===== config.mk =====
export PLATFORM = sky130hd
export DESIGN_NAME = mem_fill_arbiter
export DESIGN_NICKNAME = d
export VERILOG_FILES = /design/src/rtl/mem_fill_pkg.sv /design/src/rtl/rr_arbiter.sv /design/src/rtl/mem_fill_arbiter.sv
export SDC_FILE = /design/constraint.sdc
export NUM_CORES = 1
export LEC_CHECK = 0
export ABC_AREA = 1
export BUFFER_PORTS_ARGS = -buffer_cell sky130_fd_sc_hd__buf_2
export CORE_AREA = 2 2 89 91
export DETAILED_ROUTE_END_ITERATION = 6
export DIE_AREA = 0 0 91 93
export PLACE_DENSITY = 0.85
export SLEW_MARGIN = 20
export SYNTH_ARGS = -nofsm -noshare
export SYNTH_HDL_FRONTEND = slang
export SYNTH_SLANG_ARGS = --single-unit
export TNS_END_PERCENT = 30

===== constraint.sdc =====
create_clock -name clk -period 2.9 [get_ports clk]
set_input_delay 0 -clock clk [delete_from_list [all_inputs] [get_ports clk]]
set_output_delay 0 -clock clk [all_outputs]
set_load 0.02 [all_outputs]

===== src/rtl/mem_fill_pkg.sv =====
// Shared constants for the memory fill arbiter: FSM encoding and width helpers.
package mem_fill_pkg;

   localparam int unsigned ST_W = 2;

   localparam logic [ST_W-1:0] ST_IDLE  = 2'd0;
   localparam logic [ST_W-1:0] ST_WRITE = 2'd1;
   localparam logic [ST_W-1:0] ST_FILL  = 2'd2;

   // Ceiling log2; returns 0 for v <= 1.
   function automatic int unsigned clog2_fn(input int unsigned v);
      int unsigned r;
      r = 0;
      for (int unsigned i = 0; i < 32; i++) begin
         if ((32'd1 << i) < v) r = i + 1;
      end
      return r;
   endfunction

   // Ceiling log2 clamped to at least one bit, for index vectors.
   function automatic int unsigned clog2_min1(input int unsigned v);
      return (clog2_fn(v) == 0) ? 1 : clog2_fn(v);
   endfunction

endpackage


===== src/rtl/rr_arbiter.sv =====
// Round-robin selector: first requester at or above ptr, wrapping to the lowest.
module rr_arbiter
   import mem_fill_pkg::*;
#(
   parameter int unsigned NUM_REQ = 2
) (
   input  logic [NUM_REQ-1:0]             req,
   input  logic [clog2_min1(NUM_REQ)-1:0] ptr,
   output logic [NUM_REQ-1:0]             grant,
   output logic                           valid
);

   localparam int unsigned PTR_W = clog2_min1(NUM_REQ);

   logic found;

   // Upper pass covers [ptr, NUM_REQ-1]; lower pass wraps around from 0.
   always_comb begin
      grant = '0;
      found = 1'b0;
      for (int unsigned i = 0; i < NUM_REQ; i++) begin
         if (!found && req[i] && (PTR_W'(i) >= ptr)) begin
            grant[i] = 1'b1;
            found    = 1'b1;
         end
      end
      for (int unsigned i = 0; i < NUM_REQ; i++) begin
         if (!found && req[i]) begin
            grant[i] = 1'b1;
            found    = 1'b1;
         end
      end
   end

   assign valid = |req;

endmodule


===== src/rtl/mem_fill_arbiter.sv =====
// Shares one pipelined memory between cache channels: write-through writes
// first, then block fills, each chosen round-robin.
module mem_fill_arbiter
   import mem_fill_pkg::*;
#(
   parameter int unsigned NUM_REQ = 2,
   parameter int unsigned ADDR_W  = 16,
   parameter int unsigned DATA_W  = 16,
   parameter int unsigned WPB     = 8
) (
   input  logic                      clk,
   input  logic                      rst,
   input  logic [NUM_REQ-1:0]        miss,
   input  logic [NUM_REQ*ADDR_W-1:0] miss_addr,
   input  logic [NUM_REQ-1:0]        wr_req,
   input  logic [NUM_REQ*ADDR_W-1:0] wr_addr,
   input  logic [NUM_REQ*DATA_W-1:0] wr_data,
   output logic [NUM_REQ-1:0]        wr_ack,
   output logic [NUM_REQ-1:0]        stall,
   output logic [NUM_REQ-1:0]        fill_data_we,
   output logic [NUM_REQ-1:0]        fill_tag_we,
   output logic [clog2_fn(WPB)-1:0]  fill_word,
   output logic [DATA_W-1:0]         fill_data,
   output logic                      mem_en,
   output logic                      mem_wr,
   output logic [ADDR_W-1:0]         mem_addr,
   output logic [DATA_W-1:0]         mem_wdata,
   input  logic [DATA_W-1:0]         mem_rdata,
   input  logic                      mem_rvalid
);

   localparam int unsigned WORD_W = clog2_fn(WPB);
   localparam int unsigned CNT_W  = WORD_W + 1;
   localparam int unsigned PTR_W  = clog2_min1(NUM_REQ);
   // Block base: clear word index plus the byte-in-word bit.
   localparam logic [ADDR_W-1:0] BASE_MASK = ~ADDR_W'(2 * WPB - 1);

   logic [ST_W-1:0]    state_q, state_nx;
   logic [PTR_W-1:0]   rr_ptr_q, rr_ptr_nx;
   logic [PTR_W-1:0]   owner_q, owner_nx;
   logic [ADDR_W-1:0]  base_q, base_nx;
   logic [CNT_W-1:0]   issue_q, issue_nx;
   logic [CNT_W-1:0]   ret_q, ret_nx;

   logic               mem_en_nx, mem_wr_nx;
   logic [ADDR_W-1:0]  mem_addr_nx;
   logic [DATA_W-1:0]  mem_wdata_nx, fill_data_nx;
   logic [NUM_REQ-1:0] wr_ack_nx, data_we_nx, tag_we_nx;
   logic [WORD_W-1:0]  fill_word_nx;

   logic [NUM_REQ-1:0] arb_req, arb_grant, owner_hot;
   logic               arb_valid;
   logic [PTR_W-1:0]   arb_idx, next_ptr;
   logic [ADDR_W-1:0]  sel_waddr, sel_maddr;
   logic [DATA_W-1:0]  sel_wdata;

   // Writes outrank misses, so the arbiter sees whichever class is pending.
   assign arb_req = (|wr_req) ? wr_req : miss;

   rr_arbiter #(
      .NUM_REQ (NUM_REQ)
   ) u_rr (
      .req   (arb_req),
      .ptr   (rr_ptr_q),
      .grant (arb_grant),
      .valid (arb_valid)
   );

   // Encode the one-hot grant and pick the winner's address/data.
   always_comb begin
      arb_idx   = '0;
      sel_waddr = '0;
      sel_wdata = '0;
      sel_maddr = '0;
      for (int unsigned i = 0; i < NUM_REQ; i++) begin
         if (arb_grant[i]) begin
            arb_idx   = PTR_W'(i);
            sel_waddr = wr_addr[i*ADDR_W +: ADDR_W];
            sel_wdata = wr_data[i*DATA_W +: DATA_W];
            sel_maddr = miss_addr[i*ADDR_W +: ADDR_W];
         end
      end
   end

   assign next_ptr = (arb_idx == PTR_W'(NUM_REQ - 1)) ? '0 : arb_idx + PTR_W'(1);

   // Per-channel owner decode and pipeline hold.
   always_comb begin
      for (int unsigned i = 0; i < NUM_REQ; i++) begin
         owner_hot[i] = (owner_q == PTR_W'(i));
         stall[i]     = miss[i] | (wr_req[i] & ~wr_ack[i]) |
                        ((state_q == ST_FILL) & owner_hot[i]);
      end
   end

   // Next-state and next-output logic.
   always_comb begin
      state_nx     = state_q;
      rr_ptr_nx    = rr_ptr_q;
      owner_nx     = owner_q;
      base_nx      = base_q;
      issue_nx     = issue_q;
      ret_nx       = ret_q;
      mem_en_nx    = 1'b0;
      mem_wr_nx    = 1'b0;
      mem_addr_nx  = '0;
      mem_wdata_nx = '0;
      wr_ack_nx    = '0;
      data_we_nx   = '0;
      tag_we_nx    = '0;
      fill_word_nx = '0;
      fill_data_nx = '0;
      case (state_q)
         ST_IDLE: begin
            if (arb_valid) begin
               rr_ptr_nx = next_ptr;
               if (|wr_req) begin
                  state_nx     = ST_WRITE;
                  mem_en_nx    = 1'b1;
                  mem_wr_nx    = 1'b1;
                  mem_addr_nx  = sel_waddr;
                  mem_wdata_nx = sel_wdata;
                  wr_ack_nx    = arb_grant;
               end else begin
                  // First fill issue goes out with the state change.
                  state_nx    = ST_FILL;
                  owner_nx    = arb_idx;
                  base_nx     = sel_maddr & BASE_MASK;
                  mem_en_nx   = 1'b1;
                  mem_addr_nx = sel_maddr & BASE_MASK;
                  issue_nx    = CNT_W'(1);
                  ret_nx      = '0;
               end
            end
         end
         ST_WRITE: begin
            state_nx = ST_IDLE;
         end
         ST_FILL: begin
            if (issue_q < CNT_W'(WPB)) begin
               mem_en_nx   = 1'b1;
               mem_addr_nx = base_q + (ADDR_W'(issue_q) << 1);
               issue_nx    = issue_q + CNT_W'(1);
            end
            if (mem_rvalid) begin
               data_we_nx   = owner_hot;
               fill_word_nx = WORD_W'(ret_q);
               fill_data_nx = mem_rdata;
               ret_nx       = ret_q + CNT_W'(1);
               if (ret_q == CNT_W'(WPB - 1)) begin
                  tag_we_nx = owner_hot;
                  state_nx  = ST_IDLE;
                  issue_nx  = '0;
                  ret_nx    = '0;
               end
            end
         end
         default: begin
            state_nx = ST_IDLE;
         end
      endcase
   end

   // State, counters and registered outputs.
   always_ff @(posedge clk) begin
      if (rst) begin
         state_q      <= ST_IDLE;
         rr_ptr_q     <= '0;
         owner_q      <= '0;
         base_q       <= '0;
         issue_q      <= '0;
         ret_q        <= '0;
         mem_en       <= 1'b0;
         mem_wr       <= 1'b0;
         mem_addr     <= '0;
         mem_wdata    <= '0;
         wr_ack       <= '0;
         fill_data_we <= '0;
         fill_tag_we  <= '0;
         fill_word    <= '0;
         fill_data    <= '0;
      end else begin
         state_q      <= state_nx;
         rr_ptr_q     <= rr_ptr_nx;
         owner_q      <= owner_nx;
         base_q       <= base_nx;
         issue_q      <= issue_nx;
         ret_q        <= ret_nx;
         mem_en       <= mem_en_nx;
         mem_wr       <= mem_wr_nx;
         mem_addr     <= mem_addr_nx;
         mem_wdata    <= mem_wdata_nx;
         wr_ack       <= wr_ack_nx;
         fill_data_we <= data_we_nx;
         fill_tag_we  <= tag_we_nx;
         fill_word    <= fill_word_nx;
         fill_data    <= fill_data_nx;
      end
   end

endmodule


==> results.md <==
- R2R Path End: mem_wdata[15]$_SDFF_PP0_
- Antenna Violating Nets Remaining: 0
- # DRC: 0
- Fin crit period: 2.17 ns
- Vias in the first global route: 4,018
- First-pass GRT wire length: 18,400 um
- Setup WS pre-CTS: 1.15 ns
- Clock Latency Late Sink: 0.37 ns
- Synth Register Bits: 83
- Top post-synthesis cells by count: nand2_1 (131), dfxtp_1 (83), nand3_1 (71)
- Post-synth ARST share: 0%
- Fin cells: 826
- DP HPWL: 7140 um
- Worst stage delay on the critical path: 0.58 ns
- Sequential area share after synthesis: 45.0%
- HP Start: mem_rvalid
- Final Power: 2.60 mW
- Via density: 5.00
- Starting Density: 49.0%
- Hold crit path type: in2reg
- M3 GR Usage: 5.48%
- Yosys Warn Count: 0
- # fillers: 619
- Worst hold slack: 0.0284 ns
- Startpoint types: register
- Crit path cell chain: inv_1 > nand2_4 > nand2_2 > inv_2 > nand2_2 > inv_4 > a22o_1 > dlygate4sd3_1
- Max-slew violations: 0
- MaxCap Viol Count: 0
- Clk_skew: 0.0143 ns
- Met2 Track Usage GR: 46.7%
- GR Layer Usage met1: 30.8%
- Core Region: 0.00753 mm2
- Port bufs: 171
- Syn avg cell area: 7.38 um2
- Routability cong.: 0.897
- Post-CTS Hold Buffers: 56
- Fin area: 0.00528 mm2
- Cell Rows: 32
- Register area: 0.00166 mm2
- Number of nets in the layout: 839
- Clock network power share: 30.7%
- Fraction of power spent switching nets: 32.1%
- Placed cell count: 752
- Die X: 91 um
- Leak Pwr: 2.87 nW
- Internal Power: 1.77 mW
- Fin Setup TNS: 0 ns
- Final WS setup: 0.733 ns
- Crit-path max FO: 24
- Status: complete, no violations
- Main synth FF type: dfxtp_1
- I/O pin count: 180
- RSZ-0062 raised after global routing: no
- Setup violations, final: 0
- Post-detailed-route wirelength per cell: 14.0 um
- Crit Path Class: reg2reg
- WHS Endpoint: state_q[1]$_SDFFE_PP0P_
- Initial drt markers: 236
- Flop-to-flop setup slack: 0.73 ns
- Mapped Cells: 500
- Footprint of the multi-input gates: 0.00164 mm2
- Final Hold Fails: 0
- Leading area contributor after synthesis: dfxtp_1
- Most used cell along the critical path: nand2_2
- Netlist cell types: 29
- Post-synth EDFFs: 0
- Netlist Area Pre-Place: 0.00369 mm2
- CTS tree: built
- Fmax achieved: 461 MHz
- Placed cell areas: 0.00453 mm2
- Root buf cell: clkbuf_8
- Total track usage: 27.1%
- CP max-delay cell: dlygate4sd3_1
- Layout cells sized above 1: 29.8%
- GR Overflow Total: 0
- Clk slew on worst S/H paths: 0.10 ns
- Slew HR: 43.5%
- Tcrit/Tclk final: 74.7%
- DIE AREA: 0.00846 mm2
- Worst hold path depth: 4
- Num CTS Buffers: 9
- Buffer count from post-CTS setup fixing: 0
- Worst Path Required: 3.20 ns
- Net Switching: 0.835 mW
- Synthesis-to-layout area growth: 42.9%
- Combinational fraction of design power: 22.0%
- Sequential Power Share: 47.4%
- Worst slew pin tran: 0.845 ns
- Htree depth: 3
- Wirelength, routed: 11,600 um
- Top post-synthesis cells by area: dfxtp_1 (45%), nand2_1 (13%), nand3_1 (9.6%), inv_1 (5.9%), nor2_1 (4.7%)
- Count leader, synth: nand2_1
- Clock Tree Buf Depth: 2
- CP Capture Type: register
- Post-CTS sizing: 0
- Most crowded layer after global routing: met2
- Top cell type's share of synthesized area: 45.0%
- Final core occ: 70.1%
- Largest net degree at the start of global routing: 31
- Initial antenna violation count: 0
- # clock sinks: 83
- Crit path DAT: 2.47 ns
- VDD IR max: 0.288 mV
- Worst Reg-to-Reg Cells: 8
- R2R Path Start: rr_ptr_q$_SDFFE_PP0P_
- Power Density: 493 mW/mm2
- Syn_nets: 622
- Pre-antenna DRT Iters: 5
- Vias: 4,133
- Die Y: 93 um
## state kept, by name, indices dropped and copies added, names as in the netlist, 2 cells and up
| register | count |
|---|---|
| fill_data | 16 |
| mem_addr | 16 |
| mem_wdata | 16 |
| base_q | 12 |
| issue_q | 4 |
| ret_q | 4 |
| fill_word | 3 |
| fill_data_we | 2 |
| fill_tag_we | 2 |
| state_q | 2 |
| wr_ack | 2 |
## cells by family after synthesis
| kind of cell | Yosys count | share of synthesized area (%) |
|---|---|---|
| AOI/OAI and AO/OA | 52 | 9.05 |
| xor gates and xnor gates | 1 | 0.237 |
| adders and majority gates | 3 | 1.02 |
| buffers and inverters | 85 | 10.7 |
| DFF | 83 | 45.0 |
| and+or+nand+nor | 276 | 34.0 |
## worst max path at each step
stage                                        from                  endpoint
after global routing        rr_ptr_q$_SDFFE_PP0P_   mem_wdata[6]$_SDFF_PP0_
after global placement                  wr_req[1]   mem_wdata[3]$_SDFF_PP0_
after detailed placement                wr_req[1]  mem_wdata[12]$_SDFF_PP0_
after CTS                   rr_ptr_q$_SDFFE_PP0P_   mem_wdata[8]$_SDFF_PP0_
final                       rr_ptr_q$_SDFFE_PP0P_  mem_wdata[15]$_SDFF_PP0_
after floorplan           state_q[0]$_SDFFE_PP0P_     ret_q[1]$_SDFFE_PP0P_
## critical path, delay by kind of cell (launching register included)
kind            cells  cell delay [ns]
compound gates      1             0.14
buf+inv             4             1.03
flops               1             0.38
simple gates        3             0.56
## final cells by class
type | instances | area share [%]
sequential | 83 | 31.5
multi-input combinational | 332 | 31.0
timing repair buffer | 227 | 26.9
inverter | 64 | 4.65
tap | 102 | 2.42
clock buffer | 9 | 2.35
clock inverter | 7 | 1.14
antenna | 2 | 0.0949
## power groups by stage
stage	clock [mW]	combinational, mW	sequential [mW]
floorplan	0	0.273	1.31
global placement	0	0.481	1.25
detailed placement	0	0.490	1.26
CTS	0.806	0.559	1.23
global route	0.861	0.626	1.24
finish	0.798	0.572	1.23
## cell usage in the layout (no fill, tap or decap), types with 2 or more instances in the layout
master / n
buf_2: 171
nand2_1: 131
dfxtp_1: 83
nand3_1: 71
inv_1: 58
dlygate4sd3_1: 56
nor2_1: 46
a21oi_1: 25
a22o_1: 16
nand2_2: 9
clkbuf_8: 9
o21ai_0: 6
nand2_4: 6
inv_2: 4
nand4_1: 4
ha_1: 3
diode_2: 2
nor2_4: 2
inv_4: 2
nor3_1: 2
nand3_2: 2
o211ai_1: 2
inv_8: 2
inv_6: 2
clkinvlp_4: 2
## routing by layer
layer / vias up / wire length [um]
met5: - / 0
met4: 0 / 476
met3: 43 / 817
met2: 202 / 5830
met1: 1862 / 4420
li1: 2026 / -
Power figures use the tool's default switching activity.
